==> config.mk <==
export PLATFORM = sky130hd
export DESIGN_NAME = dco_frac
export DESIGN_NICKNAME = d
export VERILOG_FILES = /design/src/rtl/dco_pkg.sv /design/src/rtl/sd_frac_accum.sv /design/src/rtl/dco_frac.sv
export SDC_FILE = /design/constraint.sdc
export NUM_CORES = 1
export LEC_CHECK = 0
export ABC_AREA = 1
export CAP_MARGIN = 40
export CORE_MARGIN = 3
export CORE_UTILIZATION = 63
export CTS_BUF_LIST = sky130_fd_sc_hd__clkbuf_8
export DETAILED_ROUTE_END_ITERATION = 16
export PLACE_DENSITY_LB_ADDON = 0.05
export SLEW_MARGIN = 20
export SYNTH_ARGS = -nofsm -noshare
export SYNTH_HDL_FRONTEND = slang
export SYNTH_SLANG_ARGS = --single-unit
==> constraint.sdc <==
create_clock -name clk -period 5.8 [get_ports clk]
set_clock_uncertainty 0.15 [all_clocks]
set_input_delay 1.16 -clock clk [delete_from_list [all_inputs] [get_ports clk]]
set_output_delay 1.16 -clock clk [all_outputs]
set_load 0.03 [all_outputs]
==> src/rtl/dco_pkg.sv <==
// rtl/dco_pkg.sv - shared widths, defaults and clamp helper for the fractional DCO
package dco_pkg;

   localparam int DCO_CTRL_W = 17;
   localparam int DCO_FRAC_W = 4;

   function automatic int dco_cnt_w(input int thr_max);
      return $clog2(thr_max + 2);
   endfunction

   function automatic int dco_raw_w(input int ctrl_w, input int cnt_w, input int frac_w);
      int wide;
      wide = cnt_w + frac_w;
      return ((ctrl_w > wide) ? ctrl_w : wide) + 2;
   endfunction

   function automatic logic signed [63:0] dco_clamp(
      input  logic signed [63:0] raw,
      input  logic signed [63:0] lo,
      input  logic signed [63:0] hi,
      output logic               sat
   );
      if (raw < lo) begin
         sat = 1'b1;
         return lo;
      end else if (raw > hi) begin
         sat = 1'b1;
         return hi;
      end
      sat = 1'b0;
      return raw;
   endfunction

endpackage

==> src/rtl/sd_frac_accum.sv <==
// rtl/sd_frac_accum.sv - first-order sigma-delta: carry is the overflow of acc+frac
module sd_frac_accum #(
   parameter int FRAC_W = 4
) (
   input  logic              clk,
   input  logic              rst,
   input  logic              step,
   input  logic [FRAC_W-1:0] frac,
   output logic              carry
);

   logic [FRAC_W-1:0] acc_q, acc_d;
   logic [FRAC_W:0]   sum;

   always_comb begin
      sum   = {1'b0, acc_q} + {1'b0, frac};
      carry = sum[FRAC_W];
      acc_d = step ? sum[FRAC_W-1:0] : acc_q;
   end

   always_ff @(posedge clk or posedge rst) begin
      if (rst) begin
         acc_q <= '0;
      end else begin
         acc_q <= acc_d;
      end
   end

endmodule

==> src/rtl/dco_frac.sv <==
// rtl/dco_frac.sv - counter-threshold DCO with clamped, dithered fractional half-period
module dco_frac
   import dco_pkg::*;
#(
   parameter int CTRL_W         = DCO_CTRL_W,
   parameter int FRAC_W         = DCO_FRAC_W,
   parameter int BASE_THRESHOLD = 2500,
   parameter int THRESHOLD_MIN  = 10,
   parameter int THRESHOLD_MAX  = 4990
) (
   input  logic                                  clk,
   input  logic                                  rst,
   input  logic                                  en,
   input  logic signed [CTRL_W-1:0]              ctrl_signed,
   output logic                                  dco_out,
   output logic                                  dco_edge,
   output logic                                  dco_rise,
   output logic                                  sat,
   output logic [dco_cnt_w(THRESHOLD_MAX)-1:0]   thr_applied
);

   localparam int CNT_W = dco_cnt_w(THRESHOLD_MAX);
   localparam int RAW_W = dco_raw_w(CTRL_W, CNT_W, FRAC_W);

   localparam logic signed [RAW_W-1:0] BASE_SC = RAW_W'(BASE_THRESHOLD) <<< FRAC_W;
   localparam logic signed [RAW_W-1:0] MIN_SC  = RAW_W'(THRESHOLD_MIN) <<< FRAC_W;
   localparam logic signed [RAW_W-1:0] MAX_SC  = RAW_W'(THRESHOLD_MAX) <<< FRAC_W;
   localparam logic [RAW_W-1:0]        THR_MAX_W = RAW_W'(THRESHOLD_MAX);
   localparam logic [CNT_W-1:0]        THR_RST = CNT_W'(
      (BASE_THRESHOLD < THRESHOLD_MIN) ? THRESHOLD_MIN :
      (BASE_THRESHOLD > THRESHOLD_MAX) ? THRESHOLD_MAX : BASE_THRESHOLD);

   logic [CNT_W-1:0]        count_q, count_d;
   logic [CNT_W-1:0]        thr_q, thr_d;
   logic                    dco_q, dco_d;
   logic                    edge_q, edge_d;
   logic                    rise_q, rise_d;
   logic                    sat_q, sat_d;
   logic signed [RAW_W-1:0] raw, clamped;
   logic [RAW_W-1:0]        thr_int, thr_sum;
   logic                    sat_next, toggle, carry;

   always_comb begin
      raw      = BASE_SC - RAW_W'(ctrl_signed);
      sat_next = 1'b0;
      clamped  = RAW_W'(dco_clamp(64'(raw), 64'(MIN_SC), 64'(MAX_SC), sat_next));
      thr_int  = clamped >>> FRAC_W;
      thr_sum  = thr_int + RAW_W'(carry);
      toggle   = en && (count_q == thr_q);

      count_d = count_q;
      thr_d   = thr_q;
      dco_d   = dco_q;
      sat_d   = sat_q;
      if (en) begin
         sat_d = sat_next;
         if (toggle) begin
            count_d = '0;
            dco_d   = ~dco_q;
            // A dither carry on top of a MAX-clamped integer must not exceed MAX
            thr_d   = (thr_sum > THR_MAX_W) ? CNT_W'(THRESHOLD_MAX) : thr_sum[CNT_W-1:0];
         end else begin
            count_d = count_q + CNT_W'(1);
         end
      end
      edge_d = toggle;
      rise_d = toggle && !dco_q;
   end

   generate
      if (FRAC_W > 0) begin : g_frac
         logic [FRAC_W-1:0] frac;
         assign frac = clamped[FRAC_W-1:0];
         sd_frac_accum #(.FRAC_W(FRAC_W)) u_accum (
            .clk   (clk),
            .rst   (rst),
            .step  (toggle),
            .frac  (frac),
            .carry (carry)
         );
      end else begin : g_int
         assign carry = 1'b0;
      end
   endgenerate

   always_ff @(posedge clk or posedge rst) begin
      if (rst) begin
         count_q <= '0;
         thr_q   <= THR_RST;
         dco_q   <= 1'b0;
         edge_q  <= 1'b0;
         rise_q  <= 1'b0;
         sat_q   <= 1'b0;
      end else begin
         count_q <= count_d;
         thr_q   <= thr_d;
         dco_q   <= dco_d;
         edge_q  <= edge_d;
         rise_q  <= rise_d;
         sat_q   <= sat_d;
      end
   end

   assign dco_out     = dco_q;
   assign dco_edge    = edge_q;
   assign dco_rise    = rise_q;
   assign sat         = sat_q;
   assign thr_applied = thr_q;

endmodule

==> results of run 1 <==
cell type report:
cell class              count  share of cell area (%)
flip-flops and latches     34                   22.02
well taps                  67                   2.154
multi-input cells         401                   53.84
repair buffers             46                   11.25
clock buffers               5                   1.768
clock inverters             3                   1.768
inverters                  74                   7.200
power by group through the flow:
stage | Sequential [mW] | Combinational (mW) | Clock (mW)
after floorplan | 0.282 | 0.186 | 0
after global placement | 0.285 | 0.246 | 0
after detailed placement | 0.286 | 0.255 | 0
after CTS | 0.282 | 0.263 | 0.266
after global routing | 0.286 | 0.297 | 0.274
final | 0.283 | 0.270 | 0.264
worst max-delay path by stage:
| stage | endpoint | slack [ns] | cells after the start | from |
|---|---|---|---|---|
| 4_1_cts | thr_applied[11]$_DFFE_PP1P_ | 0.26 | 36 | ctrl_signed[1] |
| 3_3_place_gp | thr_applied[11]$_DFFE_PP1P_ | 0.09 | 36 | ctrl_signed[1] |
| 3_5_place_dp | thr_applied[11]$_DFFE_PP1P_ | -0.003 | 36 | ctrl_signed[1] |
| 2_1_floorplan | thr_applied[1]$_DFFE_PP0P_ | 0.62 | 32 | ctrl_signed[0] |
| 6_report | thr_applied[11]$_DFFE_PP1P_ | 0.33 | 32 | ctrl_signed[3] |
| 5_1_grt | thr_applied[11]$_DFFE_PP1P_ | -0.03 | 36 | ctrl_signed[1] |
per-layer routing:
metal  global-route usage, %  routed length, um
met2                   54.62               4351
met5                       0                  0
met4                   12.28                267
met1                   34.89               3507
met3                   2.088                470
metrics by stage:
| step | cell area [um^2] | std cells |
|---|---|---|
| 6_report | 3892 | 630 |
| 3_5_place_dp | 3724 | 622 |
| 2_1_floorplan | 3246 | 515 |
| 3_3_place_gp | 3724 | 622 |
| 4_1_cts | 3861 | 630 |
| 5_1_grt | 3892 | 630 |
logic make-up (layout without fill, tap and decap cells):
family | Yosys count | count (layout) | share of synthesized area (%)
buf+inv | 80 | 128 | 9.908
simple gates | 331 | 331 | 47.57
mux | 1 | 1 | 0.3084
flops | 34 | 34 | 26.41
xor+xnor | 13 | 13 | 3.508
fa+ha+maj | 9 | 9 | 3.701
compound gates | 47 | 47 | 8.597
Yosys cell counts, drive strengths merged (2+ instances only):
cell type  number  area (um^2)
nand2         152        620.6
dfrtp          29        725.7
clkbuf          3        11.26
xor2           10        87.58
inv            73        276.5
dfstp           5        131.4
nor4            4        25.02
nand3b          2        15.01
ha              8        100.1
o21ai          22        113.9
nand3          51        295.3
a21oi          19        121.4
a31oi           2        12.51
nor2           92        407.9
xnor2           3        26.28
or2             4        25.02
nand4          18        112.6
nor3            7        35.03
buf             3        30.03
worst reg2reg max path, stage by stage, from the launching register on:
cell	delay [ns]
sky130_fd_sc_hd__dfrtp_1	0.36
sky130_fd_sc_hd__ha_1	0.18
sky130_fd_sc_hd__inv_1	0.05
sky130_fd_sc_hd__fa_1	0.40
sky130_fd_sc_hd__o21ai_2	0.14
sky130_fd_sc_hd__ha_2	0.19
sky130_fd_sc_hd__ha_2	0.18
sky130_fd_sc_hd__nand3_1	0.12
sky130_fd_sc_hd__nor2_4	0.23
sky130_fd_sc_hd__nand3_1	0.11
sky130_fd_sc_hd__o21ai_1	0.13
sky130_fd_sc_hd__nand2_2	0.12
sky130_fd_sc_hd__nand2_1	0.08
sky130_fd_sc_hd__nand3_1	0.07
sky130_fd_sc_hd__nand2_1	0.06
sky130_fd_sc_hd__inv_1	0.05
sky130_fd_sc_hd__nand2_2	0.08
sky130_fd_sc_hd__nand2_4	0.11
sky130_fd_sc_hd__nand2_1	0.10
sky130_fd_sc_hd__nand2_1	0.06
state kept, by name (all words and copies together) (netlist names):
signal                count
count_q                  13
g_frac.u_accum.acc_q      4
dco_rise                  1
dco_edge                  1
dco_out                   1
thr_applied              13
sat                       1
cell usage in the layout (no fill, tap or decap), drive strengths merged, types with 2 or more instances in the layout:
| cell type | n |
|---|---|
| nand4 | 18 |
| nor2 | 92 |
| xor2 | 10 |
| o21ai | 22 |
| dfstp | 5 |
| bufinv | 2 |
| ha | 8 |
| nand3b | 2 |
| nor3 | 7 |
| nand3 | 51 |
| a21oi | 19 |
| inv | 73 |
| clkdlybuf4s50 | 35 |
| dfrtp | 29 |
| buf | 10 |
| nand2 | 152 |
| xnor2 | 3 |
| nor4 | 4 |
| or2 | 4 |
| clkbuf | 5 |
| clkinv | 2 |
| a31oi | 2 |
timing repair:
item / CTS / global route
hold buffers: 0 / 0
endpoints found under the setup margin: 0 / 9
gates resized for setup: 0 / 10
==> impl_metrics.json, run 1 <==
{
  "outcome": "complete, no violations",
  "clock.fmax_ghz": 0.1829,
  "netlist-cell-type-count": 38,
  "async_flop_share_pct": 100.0,
  "pwr-share-seq_pct": 34.6,
  "hold_ws_ns": 0.3286,
  "design.final.nets": 591,
  "yosysSeqAreaShare_pct": 26.41,
  "grt-ovfl-total": 0,
  "die_width_um": 77.78,
  "tritoncts": "yes",
  "drt-total-wl_um": 8597,
  "worst-path-max-fanout": 8,
  "hpwl_dp_um": 6604,
  "synth_nets": 544,
  "dpl_worst_slack_ns": -0.003416,
  "ctsLongestPathBuffers": 2,
  "remaining_max_slew_budget_at_the_tightest_pin_pct": 53.21,
  "place_congestion": 0.9994,
  "wl_per_instance_um": 13.65,
  "startpoint_type": "primary input",
  "finalSetupViolCount": 0,
  "final_min_period_over_clock_period_pct": 94.29,
  "antenna_found_initial": 0,
  "multi_input_comb_area_um2": 2096,
  "timing.hold.worst.start": "dco_out$_DFFE_PP0P_",
  "critical-path-max-stage-delay_ns": 0.50,
  "internal_power_mw": 0.5260,
  "r2r_setup_slack_ns": 2.75,
  "critPathTopFamily": "simple AND/OR/NAND/NOR gates",
  "floorplan.rows": 25,
  "post-route-min-period_ns": 5.469,
  "min_path_type": "reg -> reg",
  "route.antenna.remaining_nets": 0,
  "routed-via-count": 3547,
  "timing.max_cap.violations": 0,
  "post_synth.cell_area_avg_um2": 6.302,
  "clock_latency_ns": 0.29,
  "placement.io_buffers": 36,
  "core_area_um2": 4848,
  "timing.rr.end": "thr_applied[11]$_DFFE_PP1P_",
  "dr.pass1.iters": 5,
  "power.total_mw": 0.8175,
  "clk_pin_slew_ns": 0.08,
  "root_buffer_cell": "sky130_fd_sc_hd__clkbuf_8",
  "num_io_pins": 37,
  "power.clock.fraction_pct": 32.3,
  "htree_num_levels": 2,
  "remaining_drc_errors": 0,
  "ffs_latches_synth": 34,
  "worst_slack_ns": 0.3312,
  "cts_inserted_buffers": 5,
  "fraction_of_final_layout_cells_with_drive_strength_greater_than_1_pct": 15.10,
  "clock-sinks": 34,
  "groute.usage.overall_pct": 29.54,
  "largest_net_degree_at_the_start_of_global_routing": 35,
  "ys.flop_type": "sky130_fd_sc_hd__dfrtp_1",
  "post-cts-setup-buffers": 0,
  "final_max_slew_viol_count": 0,
  "final-hold-violation-count": 0,
  "synth-edff-count": 0,
  "antenna_cells": 0,
  "max-vdd-ir-drop_mv": 0.1466,
  "mappedNetlistArea_um2": 3246,
  "data_arrival_critical_path_ns": 5.53,
  "p_leak_nw": 1.918,
  "postSynthCellCount": 515,
  "floorplan.die_area_um2": 6049,
  "worst-r2r-cell-count": 19,
  "cp_max_stage_cell": "sky130_fd_sc_hd__clkdlybuf4s50_1",
  "power_switching_share_pct": 35.66,
  "synthesis_warning_total": 0,
  "hold_path_depth": 1,
  "vias_in_the_first_global_route": 3476,
  "cpMostUsedCell": "sky130_fd_sc_hd__nand2_1",
  "worst_r2r_startpoint": "g_frac.u_accum.acc_q[0]$_DFFE_PP0P_",
  "min_delay_worst_endpoint": "dco_rise$_DFF_PP0_",
  "p_per_area_nw_per_um2": 210.0,
  "final_core_util_pct": 80.28,
  "chipHeight_um": 77.78,
  "worst_setup_path_end_kind": "flop",
  "drt_iter0_drc": 224,
  "timing_worst_setup_path_type": "in -> reg",
  "grt_first_pass_wirelength_um": 14820,
  "sequential_cell_area_um2": 857.1,
  "critical_path.n_buffers_inverters": 5,
  "area_growth_pct": 19.93,
  "vias_per_cell": 5.630,
  "worstPathRequired_ns": 5.86,
  "initial_utilization_pct": 66.94,
  "power.share.combinational_pct": 33.1,
  "fillers": 374,
  "final.setup.tns_ns": 0,
  "tightestPinTransition_ns": 0.7002,
  "power_switching_mw": 0.2915
}
Power figures use the tool's default switching activity.
==> inputs of run 2 (changes only) <==
--- a/config.mk
+++ b/config.mk
@@ -10,8 +10,10 @@
 export CORE_MARGIN = 3
 export CORE_UTILIZATION = 63
 export CTS_BUF_LIST = sky130_fd_sc_hd__clkbuf_8
+export CTS_CLUSTER_SIZE = 8
 export DETAILED_ROUTE_END_ITERATION = 16
 export PLACE_DENSITY_LB_ADDON = 0.05
+export REMOVE_ABC_BUFFERS = 1
 export SLEW_MARGIN = 20
 export SYNTH_ARGS = -nofsm -noshare
 export SYNTH_HDL_FRONTEND = slang
==> run 2 against run 1 <==
  * Clock power down 37%
  * Routed wire length is 0.51% higher
  * Hold slack better by 0.015 ns
  * Utilization fell by 0.80 points
  * Die area unchanged
  * Via count is 0.48% higher
  * Total power shrank 13%
  * Global-route usage is 0.35 points higher
  * Register-to-register slack improved by 0.04 ns
  * Fmax up 1.2%
  * Sequential power is essentially flat
  * Largest power group unchanged
==> impl_metrics.json, run 2 (same netlist as run 1, synthesis figures left out) <==
{
  "outcome": "complete, no violations",
  "chipHeight_um": 77.78,
  "timing_worst_setup_path_type": "in -> reg",
  "post-route-min-period_ns": 5.404,
  "place_congestion": 0.9932,
  "route.antenna.remaining_nets": 0,
  "placed_cells": 623,
  "vias_per_cell": 5.648,
  "critical_path.n_buffers_inverters": 6,
  "groute.usage.overall_pct": 29.90,
  "vias_in_the_first_global_route": 3383,
  "detailed_place.area_um2": 3731,
  "final-hold-violation-count": 0,
  "final_common_cell": "sky130_fd_sc_hd__nand2_1",
  "remaining_drc_errors": 0,
  "fillers": 372,
  "multi_input_comb_area_um2": 2102,
  "clock-sinks": 34,
  "worst-path-max-fanout": 8,
  "largest_net_degree_at_the_start_of_global_routing": 35,
  "hpwl_dp_um": 6719,
  "dpl_worst_slack_ns": 0.06945,
  "placement.io_buffers": 36,
  "data_arrival_critical_path_ns": 5.47,
  "drt-total-wl_um": 8641,
  "fraction_of_final_layout_cells_with_drive_strength_greater_than_1_pct": 15.43,
  "area_growth_pct": 18.74,
  "final-instance-count-excl-fill": 631,
  "initial_utilization_pct": 66.94,
  "worst-r2r-cell-count": 19,
  "floorplan.rows": 25,
  "timing.hold.worst.start": "sat$_DFFE_PP0P_",
  "wl_per_instance_um": 13.69,
  "critical-path-max-stage-delay_ns": 0.42,
  "startpoint_type": "primary input",
  "cp_max_stage_cell": "sky130_fd_sc_hd__clkdlybuf4s50_1",
  "cts.hold.buffers_added": 0,
  "timing.max_cap.violations": 0,
  "floorplan.die_area_um2": 6049,
  "routed-via-count": 3564,
  "r2r_setup_slack_ns": 2.79,
  "clock.fmax_ghz": 0.1850,
  "worst_slack_ns": 0.3957,
  "clk_pin_slew_ns": 0.07,
  "max-vdd-ir-drop_mv": 0.1088,
  "grt_first_pass_wirelength_um": 14840,
  "cts_inserted_buffers": 5,
  "htree_num_levels": 2,
  "final_max_slew_viol_count": 0,
  "clock_latency_ns": 0.29,
  "tightestPinTransition_ns": 0.6853,
  "ctsLongestPathBuffers": 2,
  "dr.pass1.iters": 5,
  "num_io_pins": 37,
  "p_leak_nw": 1.910,
  "hold_path_depth": 2,
  "final_design_area_no_fill_um2": 3854,
  "worst_r2r_startpoint": "g_frac.u_accum.acc_q[0]$_DFFE_PP0P_",
  "timing.rr.end": "thr_applied[11]$_DFFE_PP1P_",
  "remaining_max_slew_budget_at_the_tightest_pin_pct": 54.20,
  "critPathTopFamily": "simple AND/OR/NAND/NOR gates",
  "finalSetupViolCount": 0,
  "antenna_cells": 0,
  "min_path_type": "reg -> reg",
  "grt-ovfl-total": 0,
  "final.setup.tns_ns": 0,
  "min_delay_worst_endpoint": "sat$_DFFE_PP0P_",
  "final_min_period_over_clock_period_pct": 93.18,
  "die_width_um": 77.78,
  "p_per_area_nw_per_um2": 185.4,
  "worst_setup_path_end_kind": "flop",
  "post-cts-setup-buffers": 0,
  "core_area_um2": 4848,
  "cpMostUsedCell": "sky130_fd_sc_hd__nand2_1",
  "sequential_cell_area_um2": 857.1,
  "drt_iter0_drc": 180,
  "final_core_util_pct": 79.48,
  "antenna_found_initial": 0,
  "design.final.nets": 592,
  "mostFrequentLayoutCells": "134 x sky130_fd_sc_hd__nand2_1, 78 x sky130_fd_sc_hd__nor2_1, 65 x sky130_fd_sc_hd__inv_1",
  "root_buffer_cell": "sky130_fd_sc_hd__clkbuf_8",
  "worstPathRequired_ns": 5.86,
  "tritoncts": "yes"
}
## run 2: cell count changes in the layout (fill, tap and decap cells not counted), sizes merged
cell,change
inv,+1
buf,+1
dlymetal6s2s,+1
clkinv,+1
clkdlybuf4s50,-1
bufinv,-2
## run 2: worst max-delay path by stage
stage | from | to | cells past startpoint
final | ctrl_signed[1] | thr_applied[11]$_DFFE_PP1P_ | 36
after global routing | ctrl_signed[1] | thr_applied[11]$_DFFE_PP1P_ | 36
after CTS | ctrl_signed[1] | thr_applied[11]$_DFFE_PP1P_ | 34
after detailed placement | ctrl_signed[1] | thr_applied[1]$_DFFE_PP0P_ | 33
after global placement | ctrl_signed[1] | thr_applied[11]$_DFFE_PP1P_ | 32
after floorplan | ctrl_signed[0] | thr_applied[1]$_DFFE_PP0P_ | 31
## run 2: repair_timing
action	in CTS	in global routing
hold endpoints to repair	0	0
gates resized for setup	0	13
setup endpoints to repair	0	10
## run 2: area by class of cell
cell class,count,share of cell area (%)
Tap cell,67,2.175
Timing Repair Buffer,47,11.62
Multi-Input combinational cell,401,54.55
Clock buffer,5,1.786
Sequential cell,34,22.24
Inverter,74,7.273
Clock inverter,3,0.3571
## run 2: per-layer routing
| layer | routed length [um] | share of wire (%) | vias to the layer above | global-route usage [%] |
|---|---|---|---|---|
| met5 | 0 | 0 | - | 0 |
| met4 | 296 | 3.4 | 0 | 16.37 |
| met3 | 350 | 4.1 | 29 | 3.016 |
| met2 | 4581 | 53 | 144 | 56.59 |
| met1 | 3413 | 39 | 1636 | 32.00 |
| li1 | - | - | 1755 | - |
## run 2: power by group
part	total, mW	switching [mW]	internal (mW)
sequential	0.284	0.0246	0.259
combinational	0.265	0.170	0.0948
clock	0.166	0.0842	0.0813
total	0.715	0.279	0.435
## run 2: through the flow
stage | hold slack, ns | power (mW)
2_1_floorplan | 0.2850 | 0.4642
3_3_place_gp | 0.3105 | 0.5308
3_5_place_dp | 0.3216 | 0.5420
4_1_cts | 0.3418 | 0.7080
5_1_grt | 0.3873 | 0.7590
6_report | 0.3440 | 0.7146
## run 2: worst reg2reg max path, delay by kind of cell, from the launching register on
kind,cells,cell delay (ns)
buf+inv,3,0.16
flops,1,0.37
fa+ha+maj,4,0.93
compound gates,1,0.15
simple gates,11,1.17
